$ cat src/rtl/trace_tx_arbiter.sv
// trace_tx_arbiter
//
// Shares one 8N1 trace UART line between NREQ byte producers. Each producer offers a
// byte on a valid/ready pair. In IDLE a round-robin arbiter (searching from the
// requester after the last winner) raises a single ready strobe. The accepted byte
// is then serialised as start bit, 8 data bits LSB first, and stop bit. Each bit is
// exactly DIV = CLK_FREQ/BAUD clock cycles long.
//
// Parameters:
//   CLK_FREQ     clock frequency in Hz
//   BAUD         line rate; DIV = CLK_FREQ/BAUD (truncated, must be >= 2)
//   NREQ         number of requesters, 2..4
//
// Ports:
//   clk_i        system clock
//   rst_ni       asynchronous active-low reset
//   req_valid_i  per-requester byte valid
//   req_data_i   per-requester byte, requester k in bits [8k+7:8k]
//   req_ready_o  accept strobe, one-hot or zero, only ever high in IDLE
//   grant_o      one-hot owner of the frame in flight, zero when idle
//   busy_o       frame in progress
//   tx_o         serial output, idles high

module trace_tx_arbiter #(
   parameter int unsigned CLK_FREQ = 48_000_000,
   parameter int unsigned BAUD     = 115_200,
   parameter int unsigned NREQ     = 2
) (
   input  logic                clk_i,
   input  logic                rst_ni,
   input  logic [NREQ-1:0]     req_valid_i,
   input  logic [8*NREQ-1:0]   req_data_i,
   output logic [NREQ-1:0]     req_ready_o,
   output logic [NREQ-1:0]     grant_o,
   output logic                busy_o,
   output logic                tx_o
);

   localparam int unsigned DIV = CLK_FREQ / BAUD;
   localparam int unsigned CW  = $clog2(DIV);
   localparam int unsigned LW  = $clog2(NREQ);

   localparam logic [CW-1:0] BaudLast = CW'(DIV - 1);
   localparam logic [LW-1:0] LastInit = LW'(NREQ - 1);

   typedef enum logic [1:0] {StIdle, StStart, StData, StStop} state_e;

   state_e            state_q, state_d;
   logic [CW-1:0]     baud_q, baud_d;
   logic [2:0]        bit_q, bit_d;
   logic [7:0]        shift_q, shift_d;
   logic [LW-1:0]     last_q, last_d;
   logic [NREQ-1:0]   grant_q, grant_d;

   logic              found;
   logic [LW-1:0]     winner;
   logic [LW:0]       cand;
   logic [LW-1:0]     idx;
   logic [7:0]        sel_data;
   logic [NREQ-1:0]   winner_oh;
   logic              fire;
   logic              baud_end;

   // Round-robin search: offsets 1..NREQ from the last winner, wrapping modulo NREQ.
   // The final offset revisits the last winner itself, so a lone requester can be
   // served back to back.
   always_comb begin
      found  = 1'b0;
      winner = last_q;
      cand   = '0;
      idx    = '0;
      for (int unsigned off = 1; off <= NREQ; off++) begin
         cand = {1'b0, last_q} + (LW+1)'(off);
         if (cand >= (LW+1)'(NREQ)) begin
            cand = cand - (LW+1)'(NREQ);
         end
         idx = cand[LW-1:0];
         if (!found && req_valid_i[idx]) begin
            found  = 1'b1;
            winner = idx;
         end
      end
   end

   always_comb begin
      sel_data = '0;
      for (int k = 0; k < int'(NREQ); k++) begin
         if (winner == LW'(k)) begin
            sel_data = req_data_i[8*k +: 8];
         end
      end
   end

   assign winner_oh = NREQ'(1) << winner;
   assign fire      = (state_q == StIdle) && found;
   assign baud_end  = (baud_q == BaudLast);

   // Ready is combinational on valid; it is masked during reset so that valids held
   // high while reset is asserted never see a handshake.
   assign req_ready_o = (fire && rst_ni) ? winner_oh : '0;

   always_comb begin
      state_d = state_q;
      baud_d  = baud_q;
      bit_d   = bit_q;
      shift_d = shift_q;
      last_d  = last_q;
      grant_d = grant_q;
      unique case (state_q)
         StIdle: begin
            if (fire) begin
               state_d = StStart;
               baud_d  = '0;
               bit_d   = '0;
               shift_d = sel_data;
               last_d  = winner;
               grant_d = winner_oh;
            end
         end
         StStart: begin
            if (baud_end) begin
               baud_d  = '0;
               state_d = StData;
            end else begin
               baud_d = baud_q + 1'b1;
            end
         end
         StData: begin
            if (baud_end) begin
               baud_d  = '0;
               shift_d = {1'b0, shift_q[7:1]};
               // 3-bit counter wraps 7 -> 0 as the last data bit ends.
               bit_d   = bit_q + 3'd1;
               if (bit_q == 3'd7) begin
                  state_d = StStop;
               end
            end else begin
               baud_d = baud_q + 1'b1;
            end
         end
         StStop: begin
            if (baud_end) begin
               baud_d  = '0;
               state_d = StIdle;
               grant_d = '0;
            end else begin
               baud_d = baud_q + 1'b1;
            end
         end
         default: begin
            state_d = StIdle;
         end
      endcase
   end

   always_ff @(posedge clk_i or negedge rst_ni) begin
      if (!rst_ni) begin
         state_q <= StIdle;
         baud_q  <= '0;
         bit_q   <= '0;
         shift_q <= '0;
         last_q  <= LastInit;
         grant_q <= '0;
      end else begin
         state_q <= state_d;
         baud_q  <= baud_d;
         bit_q   <= bit_d;
         shift_q <= shift_d;
         last_q  <= last_d;
         grant_q <= grant_d;
      end
   end

   // tx is decoded from the state register, so an asynchronous reset forces the
   // line high immediately.
   always_comb begin
      case (state_q)
         StStart: tx_o = 1'b0;
         StData:  tx_o = shift_q[0];
         default: tx_o = 1'b1;
      endcase
   end

   assign busy_o  = (state_q != StIdle);
   assign grant_o = grant_q;

endmodule

$ cat config.mk
export PLATFORM = sky130hd
export DESIGN_NAME = trace_tx_arbiter
export DESIGN_NICKNAME = d
export VERILOG_FILES = /design/src/rtl/trace_tx_arbiter.sv
export SDC_FILE = /design/constraint.sdc
export NUM_CORES = 1
export LEC_CHECK = 0
export ABC_AREA = 0
export BUFFER_PORTS_ARGS = -buffer_cell sky130_fd_sc_hd__buf_2
export CAP_MARGIN = 30
export CORE_ASPECT_RATIO = 0.5
export CORE_MARGIN = 8
export CORE_UTILIZATION = 55
export DETAILED_ROUTE_END_ITERATION = 12
export PLACE_DENSITY_LB_ADDON = 0.15
export SETUP_SLACK_MARGIN = 0.02
export SLEW_MARGIN = 15
export SYNTH_ARGS = -nofsm -noshare
export SYNTH_HDL_FRONTEND = slang
export SYNTH_SLANG_ARGS = --single-unit
export TNS_END_PERCENT = 1
$ cat constraint.sdc
create_clock -name clk_i -period 5.7 [get_ports clk_i]
set_input_delay 0.285 -clock clk_i [delete_from_list [all_inputs] [get_ports clk_i]]
set_output_delay 0.285 -clock clk_i [all_outputs]
set_load 0.005 [all_outputs]
==> results of run 1 <==
[layout by cell type (no fill, tap or decap), types with 3 or more instances in the layout]
cell,netlist,routed
a21oi_1,8,8
a22o_1,3,3
a31oi_1,7,7
buf_2,2,25
clkbuf_8,0,3
dfrtp_1,24,24
ha_1,8,8
inv_1,14,14
mux2_4,9,9
mux2i_1,3,3
nand2_1,17,17
nand3_1,5,5
nand4b_1,7,7
nor2_1,6,6
o21ai_0,8,8
o311ai_0,7,7
[logic make-up (layout without fill, tap and decap cells)]
group	after synthesis	count (layout)	synth area share
AOI/OAI and AO/OA	41	41	0.174
xor gates and xnor gates	2	2	0.0109
adders and majority gates	8	8	0.0623
buffers and inverters	23	45	0.0599
DFF	25	25	0.390
muxes	14	14	0.117
and+or+nand+nor	50	50	0.186
[how the worst max path moves through the flow]
stage                            end  slack, ns
after floorplan           state_q[1]       3.78
after global placement      bit_q[0]       3.34
after detailed placement  shift_q[3]       3.27
after CTS                 shift_q[5]       3.24
after global routing      state_q[1]       3.07
final                     shift_q[5]       3.25
[registers in the layout (all words and copies together) (netlist names)]
signal / flops
state_q: 2
grant_o: 2
bit_q: 3
baud_q: 9
shift_q: 8
last_q: 1
[power breakdown]
group          leakage [nW]  total, W  switching, W  internal (W)
Clock                0.0255  0.000108     0.0000589     0.0000490
Sequential            0.315  0.000330     0.0000737      0.000256
Combinational         0.507  0.000473      0.000230      0.000244
Total                 0.848  0.000911      0.000362      0.000549
[worst max-delay path: cells and delay by family, from the launching register on]
| kind | cells | cell delay (ns) |
|---|---|---|
| AND/OR/NAND/NOR | 2 | 0.70 |
| adder cells (fa/ha/maj) | 1 | 0.47 |
| flip-flops | 1 | 0.44 |
| buffers and inverters | 2 | 0.34 |
| multiplexers | 1 | 0.31 |
| AO/OA/AOI/OAI | 1 | 0.07 |
[cell type report]
class / count / share of cell area
clock buffer: 3 / 0.0229
clock inverter: 1 / 0.00277
sequential: 25 / 0.347
multi-input combinational: 115 / 0.490
timing repair buffer: 27 / 0.0818
tap: 37 / 0.0257
inverter: 14 / 0.0291
[per-layer routing]
layer,track usage,vias to the layer above,share of wire
met5,0,-,0
met4,0.0475,0,0.0051
met3,0.0518,2,0.052
met2,0.260,35,0.46
met1,0.189,634,0.48
li1,-,642,-
[through the flow]
stage	hold WS, ns	worst slack (ns)	utilization
6_report	0.00209	3.25	0.672
5_1_grt	0.0525	3.07	0.672
4_1_cts	0.0279	3.24	0.667
3_5_place_dp	0.327	3.27	0.649
3_3_place_gp	0.315	3.34	0.649
2_1_floorplan	-0.0106	3.78	-
==> impl_metrics.yaml, run 1 <==
setup_path:
  required_ns: 5.86
  rr_worst_depth: 7
  endpoint_kind: "flop"
  critPathMaxStageDelay_ns: 0.55
  cp-start-kind: "flop"
  reg2reg_to: "shift_q[5]"
  ff2ff_setup_slack_ns: 3.25
  worstSetupPathType: "reg -> reg"
  r2r_start: "state_q[1]"
  path_cells: "inv_1 > ha_1 > or3b_1 > nand4_2 > o31ai_2 > buf_4 > mux2_4"
  crit_path_max_fanout: 15
  crit_start: "state_q[1]"
  critPathArrivalTime_ns: 2.61
  slowest_stage: "or3b_1"
sta:
  rsz0062_at_grt: "no"
  finClkSkew_ns: 0.00547
  hold_violations: 0
  relSlewSlack: 0.608
  post-route-period-util: 0.430
  worstMarginPinSlew_ns: 0.588
  min_period_ns: 2.45
  setup_violations: 0
  fmax_ghz: 0.408
  fin_tns_setup_ns: 0
  slew_violations: 0
detailed_routing:
  drt_first_pass_iters: 4
  vias_per_cell: 5.91
  dr_total_vias: 1313
  drtIter0Drc: 80
  drc: 0
  ant_nets: 0
  wire_per_inst_um: 15.8
  finalWirelength_um: 3510
synth:
  ys_seq_elements: 25
  synth_area_leaders: "dfrtp_1 (37%), mux2_4 (8.4%), ha_1 (6.2%)"
  synth_seq_area_share: 0.390
  synth.avg_cell_area_um2: 9.86
  yosysMostFrequentCell: "dfrtp_1"
  syn_nets: 191
  ys_warn_count: 0
  synth_top_cell_area_share: 0.374
  synth_edf_count: 0
  syn_inst: 163
  ys_types: 41
  synth.top_cells.by_count: "dfrtp_1 (24), nand2_1 (17), inv_1 (14)"
  synth-main-ff-cell: "dfrtp_1"
  synth_top_cell_by_area: "dfrtp_1"
  async_flop_share: 1.00
  syn-cell-area_mm2: 0.00161
outcome:
  outcome: "complete, no violations"
floorplan:
  die_w_um: 92.5
  die_h_um: 54.2
  rows: 13
  core_mm2: 0.00268
  die_area_mm2: 0.00501
  io_pins: 26
  start_util: 0.599
place:
  numPortBuffers: 25
  gp_congestion: 0.758
  dpl.hpwl_um: 2520
  placed_area_mm2: 0.00174
  place_inst: 217
clocking:
  cts_setup_buffers: 0
  tritoncts: "yes"
  cts_hold_buf: 0
  cts.clk_slew.worst_paths_ns: 0.09
  cts-resized-gates: 0
  cts_inserted_buffers: 3
  cts_buffer_depth: 2
  clock_latency_ns: 0.27
  htreeDepth: 1
  cts.sinks: 25
  root_buffer: "clkbuf_8"
finish:
  n_antenna_cell: 0
  nets: 214
  final_area_mm2: 0.00180
  area_growth_pct: 12.2
  drive_gt1_frac: 0.265
  seqCellArea_um2: 627
  stdcell_count: 222
  multi_input_area_um2: 885
  fillCellCount: 236
min_path:
  min_path_type: "in -> async"
grt:
  grt_pass1_vias: 1352
  grt_pass1_wl_um: 6240
  track_usage: 0.155
  grt-ovfl-total: 0
  antenna_found_initial: 0
  grt_max_degree: 31
pwr:
  leakage_nw: 0.848
  p_total_w: 0.000911
  power_density_mw_per_mm2: 505
  ir_drop_uv: 234
flow_run:
  drv_cap: 0
No activity file was read; power rests on OpenSTA's default activity.
==> run 2, diff against run 1 <==
Settings changed: CORE_UTILIZATION 55 to 50.
Clock period 5.7 ns to 2.24 ns, I/O delays scaled along.
==> impl_metrics.yaml, run 2 (same netlist as run 1, synthesis figures left out) <==
finish:
  final_area_mm2: 0.00184
  nets: 219
  largest_register_ffs: 9
  drive_gt1_frac: 0.279
  top_regs: "baud_q x9, shift_q x8, bit_q x3"
  stdcell_count: 230
  n_antenna_cell: 0
  final_cell_mix: "buf_2 (25), dfrtp_1 (24), nand2_1 (17)"
  mostFrequentLayoutCell: "buf_2"
  top_register: "baud_q"
  area_growth_pct: 14.5
  fillCellCount: 284
grt:
  grt-ovfl-total: 0
  grt_pass1_wl_um: 6000
  track_usage: 0.138
  antenna_found_initial: 0
  grt_pass1_vias: 1271
  grt_max_degree: 26
pwr:
  leakage_nw: 0.870
  power_density_mw_per_mm2: 1250
  p_int_w: 0.00141
  switching_power_w: 0.000898
  p_comb_frac: 0.522
  p_seq_frac: 0.359
  clkPwrFrac: 0.119
  ir_drop_uv: 536
  swShare: 0.389
detailed_routing:
  drc: 0
  dr_total_vias: 1276
  wl_met2_um: 1510
  drt-met1-wl_um: 1720
  dr.max_layer_used: "met4"
  vias_per_cell: 5.55
  drt_first_pass_iters: 4
  drtIter0Drc: 66
  finalWirelength_um: 3410
  wire_per_inst_um: 14.8
  wl_met3_um: 145
  ant_nets: 0
min_path:
  min_path_type: "in -> reg"
  holdPathStages: 3
  whs_endpoint: "last_q"
  hold_start: "req_valid_i[1]"
floorplan:
  die_w_um: 96.2
  core_mm2: 0.00303
  die_area_mm2: 0.00540
  start_util: 0.531
  rows: 14
  io_pins: 26
  die_h_um: 56.1
setup_path:
  critPathMaxStageDelay_ns: 0.46
  crit_path_max_fanout: 11
  path_cells: "inv_1 > ha_1 > or3b_1 > nand4_2 > o31ai_2 > buf_4 > mux2_4"
  path_buf_inv: 2
  cp.depth: 7
  r2r_start: "state_q[0]"
  reg2reg_to: "shift_q[7]"
  slowest_stage: "or3b_1"
  critPathTopFamily: "simple AND/OR/NAND/NOR gates"
  critPathArrivalTime_ns: 2.16
  ff2ff_setup_slack_ns: 0.24
  required_ns: 2.40
  endpoint_kind: "flop"
  worstSetupPathType: "reg -> reg"
  cp-start-kind: "flop"
  rr_worst_depth: 7
outcome:
  outcome: "complete, no violations"
sta:
  worst_slack_ns: 0.240
  setup_violations: 0
  hold_violations: 0
  worstMarginPinSlew_ns: 0.560
  post-route-period-util: 0.893
  relSlewSlack: 0.626
  slew_violations: 0
  fin_tns_setup_ns: 0
  finClkSkew_ns: 0.00308
  rsz0062_at_grt: "no"
  min_period_ns: 2.00
  fmax_ghz: 0.500
flow_run:
  drv_cap: 0
place:
  place_inst: 225
  placed_area_mm2: 0.00178
  gp_congestion: 0.845
  numPortBuffers: 25
  dpl.hpwl_um: 2510
  pre_cts_ws_ns: 0.232
clocking:
  htreeDepth: 1
  cts-resized-gates: 0
  clock_latency_ns: 0.27
  cts_buffer_depth: 2
  cts_inserted_buffers: 3
  cts.clk_slew.worst_paths_ns: 0.09
  cts.sinks: 25
  root_buffer: "clkbuf_8"
  tritoncts: "yes"
==> run 2: changes by cell type in the layout (fill, tap and decap cells not counted) <==
cell           previous run  this run
dlygate4sd3_1             0         1
buf_8                     1         0
buf_4                     1         6
==> run 2: worst min-delay path: cells and delay by family <==
| family | cells | cell delay (ns) |
|---|---|---|
| compound gates | 2 | 0.18 |
| buf+inv | 1 | 0.15 |
==> run 2: final cells by class <==
cell class | count | area [um2] | area share
Clock buffer | 3 | 41.3 | 0.0224
Timing Repair Buffer | 32 | 180 | 0.0979
Inverter | 14 | 52.6 | 0.0286
Multi-Input combinational cell | 115 | 885 | 0.481
Sequential cell | 25 | 627 | 0.341
Tap cell | 40 | 50.0 | 0.0272
Clock inverter | 1 | 5.00 | 0.00272
==> run 2: metrics by stage <==
stage | hold slack (ns) | util | total power (W)
6_report | 0.163 | 0.607 | 0.00231
5_1_grt | 0.185 | 0.607 | 0.00252
4_1_cts | 0.160 | 0.607 | 0.00232
3_5_place_dp | 0.174 | 0.589 | 0.00204
3_3_place_gp | 0.177 | 0.589 | 0.00202
2_1_floorplan | -0.184 | - | 0.00175
==> run 2: how the worst max path moves through the flow <==
| stage | from | slack (ns) | endpoint |
|---|---|---|---|
| after detailed placement | state_q[0] | 0.23 | shift_q[7] |
| final | state_q[0] | 0.24 | shift_q[7] |
| after floorplan | state_q[0] | 0.32 | state_q[1] |
| after global placement | state_q[0] | 0.30 | shift_q[5] |
| after global routing | state_q[1] | 0.11 | shift_q[0] |
| after CTS | state_q[0] | 0.23 | shift_q[7] |
==> run 2: routing by layer <==
layer	global-route usage	vias to the layer above
met4	0.0282	0
met2	0.201	24
met1	0.190	597
met5	0	-
met3	0.0485	4
li1	-	651
==> run 2: repair_timing <==
action / CTS / global route
endpoints found under the hold margin: 24 / 0
hold buffers: 1 / 0
buffers inserted: 0 / 0
setup endpoints to repair: 0 / 0
==> run 2: power groups by stage <==
stage	registers, W	clock network (W)	logic [W]
2_1_floorplan	0.000779	0	0.000975
3_3_place_gp	0.000828	0	0.00119
3_5_place_dp	0.000830	0	0.00121
4_1_cts	0.000827	0.000279	0.00122
5_1_grt	0.000860	0.000296	0.00137
6_report	0.000827	0.000274	0.00120
